<file path="config.mk">
export PLATFORM = sky130hd
export DESIGN_NAME = serial_adder_flat
export DESIGN_NICKNAME = d
export VERILOG_FILES = /design/src/rtl/serial_adder_if.sv /design/src/rtl/serial_adder.sv /design/src/flat_wrapper.sv
export SDC_FILE = /design/constraint.sdc
export NUM_CORES = 1
export LEC_CHECK = 0
export ABC_AREA = 1
export BUFFER_PORTS_ARGS = -buffer_cell sky130_fd_sc_hd__buf_4
export CAP_MARGIN = 20
export CORE_AREA = 2 2 56 85
export CTS_BUF_LIST = sky130_fd_sc_hd__clkbuf_4
export CTS_CLUSTER_SIZE = 16
export DETAILED_ROUTE_END_ITERATION = 10
export DIE_AREA = 0 0 58 87
export HOLD_SLACK_MARGIN = 0.06
export MAX_ROUTING_LAYER = met4
export RECOVER_POWER = 25
export SETUP_SLACK_MARGIN = 0.2
export SYNTH_ARGS = -nofsm -noshare
export SYNTH_HDL_FRONTEND = slang
export SYNTH_SLANG_ARGS = --single-unit
</file>
<file path="constraint.sdc">
create_clock -name iCLK -period 2.15 [get_ports iCLK]
set_input_delay 0.1075 -clock iCLK [delete_from_list [all_inputs] [get_ports iCLK]]
set_output_delay 0.1075 -clock iCLK [all_outputs]
set_load 0.05 [all_outputs]
</file>
<file path="src/rtl/serial_adder_if.sv">
// Handshake and result bundle for serial_adder. Defining SERIAL_ADDER_FLAGS_EN adds
// the zero/sign/parity flag outputs.
interface serial_adder_if #(
  parameter int DATASIZE = 8
);
  logic                iSTART;
  logic [DATASIZE-1:0] iA;
  logic [DATASIZE-1:0] iB;
  logic                iC;
  logic                oBUSY;
  logic                oDONE;
  logic [DATASIZE-1:0] oS;
  logic                oC;
  logic                oAC;
`ifdef SERIAL_ADDER_FLAGS_EN
  logic                oZ;
  logic                oSG;
  logic                oPF;

  modport master (output iSTART, iA, iB, iC,
                  input  oBUSY, oDONE, oS, oC, oAC, oZ, oSG, oPF);
  modport slave  (input  iSTART, iA, iB, iC,
                  output oBUSY, oDONE, oS, oC, oAC, oZ, oSG, oPF);
`else
  modport master (output iSTART, iA, iB, iC,
                  input  oBUSY, oDONE, oS, oC, oAC);
  modport slave  (input  iSTART, iA, iB, iC,
                  output oBUSY, oDONE, oS, oC, oAC);
`endif
endinterface

</file>
<file path="src/rtl/serial_adder.sv">
// Multi-cycle ripple-carry adder, SLICE bits per clock, LSB slice first, with 8085 AC.
// Optional macro SERIAL_ADDER_FLAGS_EN adds registered Z/SG/PF flags on the bus.

module serial_adder_fa (
  input  logic a,
  input  logic b,
  input  logic ci,
  output logic s,
  output logic co
);
  assign s  = a ^ b ^ ci;
  assign co = (a & b) | (ci & (a ^ b));
endmodule

module serial_adder #(
  parameter int DATASIZE = 8,
  parameter int SLICE    = 1
) (
  input  logic          iCLK,
  input  logic          iRSTn,
  serial_adder_if.slave bus
);
  localparam int N      = DATASIZE / SLICE;
  localparam int CNT_W  = (N > 1) ? $clog2(N) : 1;
  localparam int AC_BIT = (3 % SLICE) + 1;
  localparam bit HAS_AC = (DATASIZE >= 5);
  localparam logic [CNT_W-1:0] LAST   = CNT_W'(N - 1);
  localparam logic [CNT_W-1:0] AC_CNT = CNT_W'(3 / SLICE);

  typedef enum logic [1:0] {IDLE, RUN, DONE} state_t;

  state_t              state_q, state_d;
  logic                start_acc, last;
  logic [DATASIZE-1:0] a_q, b_q, sum_q, sum_nxt;
  logic                cy_q, ac_q, ac_nxt;
  logic [CNT_W-1:0]    cnt_q;
  logic [DATASIZE-1:0] s_q;
  logic                c_q, acr_q;
  logic [SLICE:0]      chain;
  logic [SLICE-1:0]    slice_sum;

  // One full-adder cell per bit of the slice forms the ripple chain.
  assign chain[0] = cy_q;
  serial_adder_fa u_fa [SLICE-1:0] (
    .a  (a_q[SLICE-1:0]),
    .b  (b_q[SLICE-1:0]),
    .ci (chain[SLICE-1:0]),
    .s  (slice_sum),
    .co (chain[SLICE:1])
  );

  assign sum_nxt = (sum_q >> SLICE) | (DATASIZE'(slice_sum) << (DATASIZE - SLICE));

  always_comb begin
    ac_nxt = ac_q;
    if (HAS_AC && state_q == RUN && cnt_q == AC_CNT) ac_nxt = chain[AC_BIT];
  end

  always_ff @(posedge iCLK or negedge iRSTn) begin
    if (!iRSTn) state_q <= IDLE;
    else        state_q <= state_d;
  end

  always_comb begin
    state_d   = state_q;
    start_acc = 1'b0;
    last      = 1'b0;
    unique case (state_q)
      IDLE, DONE: begin
        if (bus.iSTART) begin
          start_acc = 1'b1;
          state_d   = RUN;
        end else begin
          state_d = IDLE;
        end
      end
      RUN: begin
        if (cnt_q == LAST) begin
          last    = 1'b1;
          state_d = DONE;
        end
      end
      default: state_d = IDLE;
    endcase
  end

  always_ff @(posedge iCLK or negedge iRSTn) begin
    if (!iRSTn) begin
      a_q   <= '0;
      b_q   <= '0;
      sum_q <= '0;
      cy_q  <= 1'b0;
      ac_q  <= 1'b0;
      cnt_q <= '0;
      s_q   <= '0;
      c_q   <= 1'b0;
      acr_q <= 1'b0;
    end else begin
      if (start_acc) begin
        a_q   <= bus.iA;
        b_q   <= bus.iB;
        cy_q  <= bus.iC;
        ac_q  <= 1'b0;
        sum_q <= '0;
        cnt_q <= '0;
      end else if (state_q == RUN) begin
        a_q   <= a_q >> SLICE;
        b_q   <= b_q >> SLICE;
        cy_q  <= chain[SLICE];
        ac_q  <= ac_nxt;
        sum_q <= sum_nxt;
        cnt_q <= cnt_q + 1'b1;
      end
      // Results change only on completion so they hold through IDLE and RUN.
      if (last) begin
        s_q   <= sum_nxt;
        c_q   <= chain[SLICE];
        acr_q <= ac_nxt;
      end
    end
  end

  assign bus.oBUSY = (state_q == RUN);
  assign bus.oDONE = (state_q == DONE);
  assign bus.oS    = s_q;
  assign bus.oC    = c_q;
  assign bus.oAC   = acr_q;

`ifdef SERIAL_ADDER_FLAGS_EN
  logic z_q, sg_q, pf_q;

  always_ff @(posedge iCLK or negedge iRSTn) begin
    if (!iRSTn) begin
      z_q  <= 1'b0;
      sg_q <= 1'b0;
      pf_q <= 1'b0;
    end else if (last) begin
      z_q  <= (sum_nxt == '0);
      sg_q <= sum_nxt[DATASIZE-1];
      pf_q <= ~^sum_nxt;
    end
  end

  assign bus.oZ  = z_q;
  assign bus.oSG = sg_q;
  assign bus.oPF = pf_q;
`endif

endmodule

</file>
<file path="src/flat_wrapper.sv">
// flat-port wrapper written by rule: the top's interface ports become plain ports
module serial_adder_flat 
#(
  parameter int DATASIZE = 8,
  parameter int SLICE    = 1
)
  (iCLK, iRSTn, bus_iSTART, bus_iA, bus_iB, bus_iC, bus_oBUSY, bus_oDONE, bus_oS, bus_oC, bus_oAC);
  serial_adder_if #(.DATASIZE(DATASIZE)) bus_i ();
  input  logic iCLK;
  input  logic iRSTn;
  input wire logic [$bits(bus_i.iSTART)-1:0] bus_iSTART;
  input wire logic [$bits(bus_i.iA)-1:0] bus_iA;
  input wire logic [$bits(bus_i.iB)-1:0] bus_iB;
  input wire logic [$bits(bus_i.iC)-1:0] bus_iC;
  output wire logic [$bits(bus_i.oBUSY)-1:0] bus_oBUSY;
  output wire logic [$bits(bus_i.oDONE)-1:0] bus_oDONE;
  output wire logic [$bits(bus_i.oS)-1:0] bus_oS;
  output wire logic [$bits(bus_i.oC)-1:0] bus_oC;
  output wire logic [$bits(bus_i.oAC)-1:0] bus_oAC;
  assign bus_i.iSTART = bus_iSTART;
  assign bus_i.iA = bus_iA;
  assign bus_i.iB = bus_iB;
  assign bus_i.iC = bus_iC;
  assign bus_oBUSY = bus_i.oBUSY;
  assign bus_oDONE = bus_i.oDONE;
  assign bus_oS = bus_i.oS;
  assign bus_oC = bus_i.oC;
  assign bus_oAC = bus_i.oAC;
  serial_adder #(.DATASIZE(DATASIZE), .SLICE(SLICE)) u_core (.iCLK(iCLK), .iRSTn(iRSTn), .bus(bus_i));
endmodule
</file>
==> summary.md, run 1 <==
| Metric | Value |
|---|---|
| Die width | `58 um` |
| Synth async-reset ratio | `100.0%` |
| Layout net count | `257` |
| DP Wirelength | `2083 um` |
| Setup bufs post-CTS | `0` |
| Final instance area | `2190 um2` |
| Place WS | `0.6568 ns` |
| Post-route DRC | `0` |
| Max incr delay on CP | `0.47 ns` |
| Io pins | `32` |
| CTS root buffer | `clkbuf_4` |
| Ranking of synthesized cells by area | `dfrtp_1, nand2_1, o21ai_2` |
| Tot GR Track Use | `15.21%` |
| Hold Path Class | `primary input to flip-flop` |
| Post-DRT Antenna Nets | `0` |
| First-pass GRT wire length | `5671 um` |
| Arr. time, crit path | `1.58 ns` |
| Worst-Margin Slew | `0.9889 ns` |
| Clock latency on the worst-skew pair | `0.34 ns` |
| Largest fanout on the critical path | `16` |
| Buf+Inv Stages, Crit Path | `2` |
| Starting density of the core | `39.34%` |
| Max Cap Viol | `0` |
| Largest net degree at the start of global routing | `41` |
| Largest delay share family, worst path | `buffers and inverters` |
| Hold EP | `u_core.state_q[0]$_DFFE_PN0P_` |
| EDFF count, synth | `0` |
| Synth area leader | `dfrtp_1` |
| Crit. End Element | `output port` |
| FF+latch count, synth | `40` |
| Avg Inst Size Synth | `9.360 um2` |
| Row count | `30` |
| Fill cells | `447` |
| Core Util, Final | `50.29%` |
| Final wirelength | `3243 um` |
| Max VDD drop | `822.9 uV` |
| Final hold violation count | `0` |
| Setup CP Type | `flip-flop to output port` |
| Post-route worst setup slack | `0.4611 ns` |
| Worst hold path depth | `3` |
| Vias in the first global route | `1305` |
| Die Height | `87 um` |
| Tcrit/Tclk final | `78.55%` |
| Via/cell ratio | `4.723` |
| CP cell instances | `nand2_2 -> inv_2 -> buf_4` |
| Slew Viols, Final | `0` |
| Syn Nets | `207` |
| Cell area after synthesis | `1713 um2` |
| CP max stage cell | `dfrtp_1` |
| Clk_skew | `0.01183 ns` |
| Final GP Congestion | `0.7186` |
| Ys flop type | `dfrtp_1` |
| Sequential element share of the synthesized area | `58.44%` |
| Reg2reg start | `u_core.state_q[0]$_DFFE_PN0P_` |
| Pleak | `1.134 nW` |
| Port-buffer cells | `31` |
| Setup violators final | `0` |
| FF-to-FF End | `u_core.bus.oAC$_DFFE_PN0P_` |
| Most frequent cells after synthesis | `nand2_1, dfrtp_1, inv_1` |
| Synth Instances | `183` |
| Share of cells above drive strength 1 | `23.50%` |
| Yosys cell types | `21` |
| Die area | `5046 um2` |
| Synth top area share | `58.44%` |
| DP Area | `1966 um2` |
| Synth warn | `0` |
| Reg-to-reg setup timing slack | `0.64 ns` |
| CP startpoint kind | `flip-flop` |
| CTS tree | `yes` |
| Fmax | `0.5921 GHz` |
| CORE AREA | `4354 um2` |
| Outcome | `finished clean` |
| Setup repair after global routing missed its margin | `false` |
| Minimum clock period | `1.689 ns` |
| CTS Buf Count | `5` |
| Total congestion overflow | `0` |
| Initial antenna violation count | `0` |
| Pwr Density | `1429 nW/um2` |
| Slew HR | `34.07%` |
| CTS sink cnt | `40` |
| Post-route setup TNS | `0 ns` |
| R2R depth | `6` |
| Clk buf depth | `2` |
| Hold_sp | `bus_iSTART` |
| Initial drt markers | `25` |
| H-tree levels | `2` |
| TritonRoute pass-1 iters | `4` |
| Post_cts resized | `0` |
| Total number of vias | `1332` |
| Critical Path RT | `2.04 ns` |
| N_diodes | `0` |
| Reg clk slew, reported paths | `0.11 ns` |
| Most common cell in the synthesized netlist | `nand2_1` |
| Wire per inst | `11.50 um` |
| Syn-to-layout area delta | `27.83%` |
## worst register-to-register path: stages (launching register included)
cell and delay [ns]:
dfrtp_1 0.47, nand2_2 0.21, inv_2 0.30, nand2_4 0.22, inv_1 0.14, nand2_1 0.06
nand2_1 0.05
## cells by family after synthesis
logic type	count (synthesis)	share of synthesized area, %
adder cells (fa/ha/maj)	4	3.360
AO/OA/AOI/OAI	21	8.473
buffers and inverters	22	6.428
flip-flops	40	58.44
AND/OR/NAND/NOR	96	23.30
## flip-flops by register name, summed over array words and instances, names as in the netlist
register        cells
u_core.cnt_q        3
u_core.ac_q         1
u_core.state_q      2
u_core.bus.oS       8
u_core.sum_q        7
u_core.a_q          8
u_core.b_q          8
u_core.bus.oAC      1
u_core.cy_q         1
u_core.bus.oC       1
## final cells by class
class / instances / area [um2] / area share [%]
clock buffers: 7 / 52.55 / 2.400
flip-flops and latches: 40 / 1001 / 45.71
clock inverters: 1 / 3.754 / 0.1714
multi-input cells: 121 / 601.8 / 27.49
well taps: 48 / 60.06 / 2.743
inverters: 16 / 62.56 / 2.857
repair buffers: 49 / 407.9 / 18.63
## routing by layer
layer	vias up	track usage (%)	part of all wire, %
met1	623	15.44	41
met5	-	-	0
met2	27	27.38	53
li1	676	-	-
met4	0	6.342	2.0
met3	6	3.566	3.7
## worst max path at each step
stage | startpoint | endpoint | slack (ns) | cells past startpoint
floorplan | u_core.cnt_q[0]$_DFFE_PN0P_ | u_core.bus.oAC$_DFFE_PN0P_ | 0.90 | 6
finish | u_core.state_q[0]$_DFFE_PN0P_ | bus_oBUSY | 0.46 | 3
global route | u_core.state_q[0]$_DFFE_PN0P_ | bus_oBUSY | 0.35 | 3
global placement | u_core.state_q[0]$_DFFE_PN0P_ | u_core.bus.oC$_DFFE_PN0P_ | 0.70 | 6
detailed placement | u_core.state_q[0]$_DFFE_PN0P_ | u_core.bus.oAC$_DFFE_PN0P_ | 0.66 | 6
CTS | u_core.state_q[0]$_DFFE_PN0P_ | bus_oBUSY | 0.44 | 3
## where the power goes
group	internal (W)	switching [W]	leakage (nW)
Clock	0.000151	0.000228	0.0338
Combinational	0.000499	0.000996	0.593
Sequential	0.00109	0.000169	0.507
Total	0.00174	0.00139	1.13
## placed cells by master, fill, tap and decap left out
cell type / count
nor2_1: 2
buf_4: 31
o22ai_1: 8
clkinv_1: 1
nand2_2: 3
nor2_2: 1
ha_1: 3
nand3_1: 13
o21ai_0: 3
o21ai_2: 8
dlygate4sd3_1: 17
clkbuf_4: 7
nand4_1: 1
inv_1: 14
fa_1: 1
nand2_4: 1
or2_2: 1
a21oi_1: 2
inv_4: 1
nand2_1: 74
inv_2: 1
clkbuf_2: 1
dfrtp_1: 40
## repair_timing
item | 4_1_cts | 5_1_grt
hold endpoints to repair | 56 | 0
endpoints found under the setup margin | 0 | 0
hold buffers | 17 | 0
## through the flow
stage                     hold slack, ns  cells  power (W)
after floorplan                  -0.1881    183   0.002424
after global placement            0.1176    257   0.002754
after detailed placement          0.1185    257   0.002771
after CTS                        0.06111    282   0.003181
after global routing             0.08076    282   0.003404
final                            0.07492    282   0.003128
(Power assumes the default switching activity.)
==> inputs of run 2 (changes only) <==
==> constraint.sdc (replaced) <==
create_clock -name iCLK -period 1.4 [get_ports iCLK]
set_input_delay 0.07 -clock iCLK [delete_from_list [all_inputs] [get_ports iCLK]]
set_output_delay 0.07 -clock iCLK [all_outputs]
set_load 0.05 [all_outputs]
==> summary.md, run 2 (synthesized netlist as in run 1, its figures left out) <==
| Metric | Value |
|---|---|
| Io pins | `32` |
| Layout net count | `279` |
| Post-route DRC | `0` |
| Clock latency on the worst-skew pair | `0.35 ns` |
| Fmax | `0.7949 GHz` |
| DP Wirelength | `2340 um` |
| Multi-input gate area | `730.7 um2` |
| Via/cell ratio | `4.760` |
| Hold Path Class | `primary input to async pin` |
| Fill cells | `395` |
| Post-DRT Antenna Nets | `0` |
| Setup violators final | `0` |
| First-pass GRT wire length | `6479 um` |
| Reg clk slew, reported paths | `0.13 ns` |
| Critical Path RT | `1.33 ns` |
| Worst-Margin Slew | `0.9931 ns` |
| Die area | `5046 um2` |
| CTS sink cnt | `40` |
| CP startpoint kind | `flip-flop` |
| Pwr Density | `2291 nW/um2` |
| Slew Viols, Final | `0` |
| Row count | `30` |
| CTS Buf Count | `5` |
| Final GP Congestion | `0.8023` |
| Total power | `0.005885 W` |
| Initial antenna violation count | `0` |
| Clk_skew | `0.01493 ns` |
| Pleak | `1.276 nW` |
| H-tree levels | `2` |
| Max Cap Viol | `0` |
| Total congestion overflow | `0` |
| Arr. time, crit path | `1.19 ns` |
| N_diodes | `0` |
| Clk buf depth | `2` |
| Slew HR | `33.80%` |
| Share of cells above drive strength 1 | `37.11%` |
| CORE AREA | `4354 um2` |
| Reg-to-reg setup timing slack | `0.15 ns` |
| Initial drt markers | `43` |
| Placed insts | `264` |
| Total number of vias | `1447` |
| Crit. End Element | `output port` |
| Port-buffer cells | `31` |
| Layout Cells excl Fill | `304` |
| Vias in the first global route | `1525` |
| CTS tree | `yes` |
| Largest net degree at the start of global routing | `41` |
| Die Height | `87 um` |
| Tot GR Track Use | `17.60%` |
| Setup repair after global routing missed its margin | `true` |
| Commonest non-fill, non-tap cells in the layout | `nand2_1, buf_4, dfrtp_1` |
| Post-route worst setup slack | `0.1420 ns` |
| Starting density of the core | `39.34%` |
| Minimum clock period | `1.258 ns` |
| Wire per inst | `13.09 um` |
| Syn-to-layout area delta | `49.96%` |
| TritonRoute pass-1 iters | `3` |
| Max VDD drop | `1387 uV` |
| Place WS | `0.1111 ns` |
| Final hold violation count | `0` |
| Setup CP Type | `flip-flop to output port` |
| Final wirelength | `3978 um` |
| Tcrit/Tclk final | `89.86%` |
| Outcome | `finished clean` |
| Largest fanout on the critical path | `3` |
| Most common cell after layout, fill and taps aside | `nand2_1` |
| Die width | `58 um` |
| Post-route setup TNS | `0 ns` |
| Seq. cell area | `1002 um2` |
| Core Util, Final | `58.99%` |
| CTS root buffer | `clkbuf_4` |
run 2: cell count changes in the layout (fill, tap and decap cells not counted), moves of 3 or more:
cell / before / now
buf_4: 31 / 39
buf_6: 0 / 8
nand2_1: 74 / 67
nand2_4: 1 / 8
inv_1: 14 / 10
ha_1: 3 / 0
ha_4: 0 / 3
inv_2: 1 / 4
run 2: area by class of cell:
cell class,count,area share (%)
Inverter,16,2.630
Clock buffer,6,1.754
Clock inverter,2,1.364
Sequential cell,40,39.02
Timing Repair Buffer,70,24.45
Tap cell,48,2.338
Multi-Input combinational cell,122,28.45
run 2: final timing paths:
kind	cells after the start	endpoint	from
worst max-delay path	4	bus_oBUSY	u_core.state_q[0]$_DFFE_PN0P_
worst min-delay path	2	u_core.bus.oS[0]$_DFFE_PN0P_	iRSTn
worst max register to register	3	u_core.sum_q[7]$_DFFE_PN0P_	u_core.a_q[0]$_DFFE_PN0P_
worst min register to register	2	u_core.a_q[7]$_DFFE_PN0P_	u_core.a_q[7]$_DFFE_PN0P_
max in group asynchronous	2	u_core.state_q[0]$_DFFE_PN0P_	iRSTn
min in group iCLK	4	u_core.b_q[7]$_DFFE_PN0P_	bus_iB[7]
run 2: where the power goes:
group	switching [W]	internal, W	total (W)
combinational	0.00183	0.00130	0.00313
sequential	0.000313	0.00167	0.00198
clock	0.000380	0.000394	0.000774
total	0.00253	0.00336	0.00589
run 2: what timing repair did:
action                                  in CTS  in global routing
hold buffers                                19                  0
endpoints found under the hold margin       58                  0
cloned                                       1                  0
pin swaps                                    8                  7
resized for setup                           29                 16
endpoints found under the setup margin      17                 37
buffers inserted                            10                  2
run 2: routing by layer:
metal  routed length [um]  vias up  track usage, %
li1                     -      720               -
met1                 1554      681           16.44
met2                 2153       36           32.64
met3                  147       10           4.309
met4                  122        0           8.245
met5                    0        -               -
run 2: per-stage QoR:
| stage | hold slack (ns) | instance area [um2] |
|---|---|---|
| final | 0.4057 | 2569 |
| after global routing | 0.4581 | 2569 |
| after CTS | 0.2346 | 2500 |
| after detailed placement | 0.07848 | 2033 |
| after global placement | 0.07735 | 2033 |
| after floorplan | -0.2256 | 1719 |
run 2: critical path, cell delays in order, from the launching register on:
cell and delay (ns):
dfrtp_2 0.46, nand2_4 0.08, inv_4 0.04, buf_8 0.11
buf_8 0.14
==> inputs of run 3 (changes only) <==
--- a/config.mk
+++ b/config.mk
@@ -16,6 +16,7 @@
 export HOLD_SLACK_MARGIN = 0.06
 export MAX_ROUTING_LAYER = met4
 export RECOVER_POWER = 25
+export REMOVE_ABC_BUFFERS = 1
 export SETUP_SLACK_MARGIN = 0.2
 export SYNTH_ARGS = -nofsm -noshare
 export SYNTH_HDL_FRONTEND = slang
==> summary.md, run 3 (synthesized netlist as in run 1, its figures left out) <==
| Metric | Value |
|---|---|
| Hold_sp | `bus_iSTART` |
| Fill cells | `392` |
| Minimum clock period | `1.263 ns` |
| Slew Viols, Final | `0` |
| Outcome | `finished clean` |
| Starting density of the core | `39.34%` |
| Slew HR | `34.48%` |
| Setup violators final | `0` |
| Row count | `30` |
| Critical Path RT | `1.33 ns` |
| Die width | `58 um` |
| Die area | `5046 um2` |
| Vias in the first global route | `1446` |
| Setup CP Type | `flip-flop to output port` |
| Total congestion overflow | `0` |
| Tot GR Track Use | `17.53%` |
| Largest fanout on the critical path | `4` |
| H-tree levels | `2` |
| Pleak | `1.284 nW` |
| Pwr Density | `2256 nW/um2` |
| Arr. time, crit path | `1.19 ns` |
| Hold EP | `u_core.state_q[0]$_DFFE_PN0P_` |
| Max VDD drop | `1438 uV` |
| Fmax | `0.7919 GHz` |
| Syn-to-layout area delta | `50.77%` |
| M1 GR Usage | `20.29%` |
| Final GP Congestion | `0.7155` |
| Post-route setup TNS | `0 ns` |
| Most common cell after layout, fill and taps aside | `nand2_1` |
| Io pins | `32` |
| Worst hold path depth | `4` |
| Layout net count | `284` |
| Clock latency on the worst-skew pair | `0.34 ns` |
| Max Cap Viol | `0` |
| First-pass GRT wire length | `6541 um` |
| CTS root buffer | `clkbuf_4` |
| N_diodes | `0` |
| Wire per inst | `12.11 um` |
| Reg clk slew, reported paths | `0.12 ns` |
| Total number of vias | `1468` |
| CTS Buf Count | `5` |
| Hold Path Class | `primary input to flip-flop` |
| R2R depth | `3` |
| Die Height | `87 um` |
| Port-buffer cells | `31` |
| CORE AREA | `4354 um2` |
| Reg2reg start | `u_core.cy_q$_DFFE_PN0P_` |
| CTS sink cnt | `40` |
| Placed insts | `260` |
| Worst-Margin Slew | `0.9828 ns` |
| Layout Cells excl Fill | `309` |
| Reg-to-reg setup timing slack | `0.14 ns` |
| Setup repair after global routing missed its margin | `true` |
| Final wirelength | `3743 um` |
| GRT busiest layer | `met2` |
| Final hold violation count | `0` |
| Crit. End Element | `output port` |
| Clk_skew | `0.01124 ns` |
| Final instance area | `2582 um2` |
| GR met3 Demand/Resource | `4.012%` |
| Largest net degree at the start of global routing | `41` |
| Tcrit/Tclk final | `90.20%` |
| Post-DRT Antenna Nets | `0` |
| Clk buf depth | `2` |
| Commonest non-fill, non-tap cells in the layout | `nand2_1, buf_4, dfrtp_1` |
| CTS tree | `yes` |
| FF-to-FF End | `u_core.sum_q[7]$_DFFE_PN0P_` |
| Total power | `0.005825 W` |
| CP startpoint kind | `flip-flop` |
| Via/cell ratio | `4.751` |
| DP Area | `1988 um2` |
| Share of cells above drive strength 1 | `39.08%` |
| Grt met2 use | `29.75%` |
| TritonRoute pass-1 iters | `4` |
| DP Wirelength | `2053 um` |
| Initial antenna violation count | `0` |
| Initial drt markers | `36` |
| Post-route DRC | `0` |
==> run 3: report_power, final <==
part / internal [W] / switching, W / leakage, nW
Sequential: 0.00167 / 0.000310 / 0.506
Combinational: 0.00143 / 0.00187 / 0.746
Clock: 0.000185 / 0.000365 / 0.0324
Total: 0.00328 / 0.00255 / 1.28
==> run 3: cell type report <==
type / instances / area, um2 / area share, %
multi-input combinational: 122 / 729.5 / 28.25
timing repair buffer: 75 / 666.9 / 25.82
inverter: 16 / 72.57 / 2.810
clock buffer: 5 / 37.54 / 1.453
tap: 48 / 60.06 / 2.326
clock inverter: 3 / 13.76 / 0.5329
sequential: 40 / 1002 / 38.81
==> run 3: stage by stage <==
step                      worst slack, ns  utilization [%]  hold WS, ns
after floorplan                  -0.02959                -      -0.2256
after global placement            0.03194            45.66      0.07817
after detailed placement        -0.009554            45.66      0.08218
after CTS                          0.1232            56.78       0.1132
after global routing              0.07800            59.31       0.1267
final                              0.1373            59.31       0.1429
==> run 3: metal layers <==
| layer | routed length (um) | vias up |
|---|---|---|
| met5 | 0 | - |
| met4 | 48 | 0 |
| met3 | 174 | 6 |
| met2 | 1922 | 38 |
| met1 | 1597 | 687 |
| li1 | - | 737 |
==> run 3: critical path: stages, from the launching register on <==
cell	delay, ns
dfrtp_2	0.47
nand2_4	0.09
inv_6	0.03
buf_8	0.11
buf_8	0.14
==> run 3: worst max-delay path by stage <==
| stage | startpoint | slack, ns | cells after the start | end |
|---|---|---|---|---|
| 2_1_floorplan | u_core.state_q[1]$_DFFE_PN0P_ | -0.03 | 6 | u_core.bus.oS[0]$_DFFE_PN0P_ |
| 3_3_place_gp | u_core.cnt_q[0]$_DFFE_PN0P_ | 0.03 | 6 | u_core.bus.oAC$_DFFE_PN0P_ |
| 3_5_place_dp | u_core.cnt_q[0]$_DFFE_PN0P_ | -0.01 | 6 | u_core.bus.oAC$_DFFE_PN0P_ |
| 4_1_cts | u_core.state_q[0]$_DFFE_PN0P_ | 0.12 | 4 | bus_oBUSY |
| 5_1_grt | u_core.state_q[0]$_DFFE_PN0P_ | 0.08 | 4 | bus_oBUSY |
| 6_report | u_core.state_q[0]$_DFFE_PN0P_ | 0.14 | 4 | bus_oBUSY |
==> run 3: what timing repair did <==
item,in CTS,in global routing
hold buffers,18,0
hold endpoints to repair,57,0
buffers inserted,18,1
resized for setup,26,26
setup endpoints to repair,40,35
cloned,3,1
pin swaps,7,6
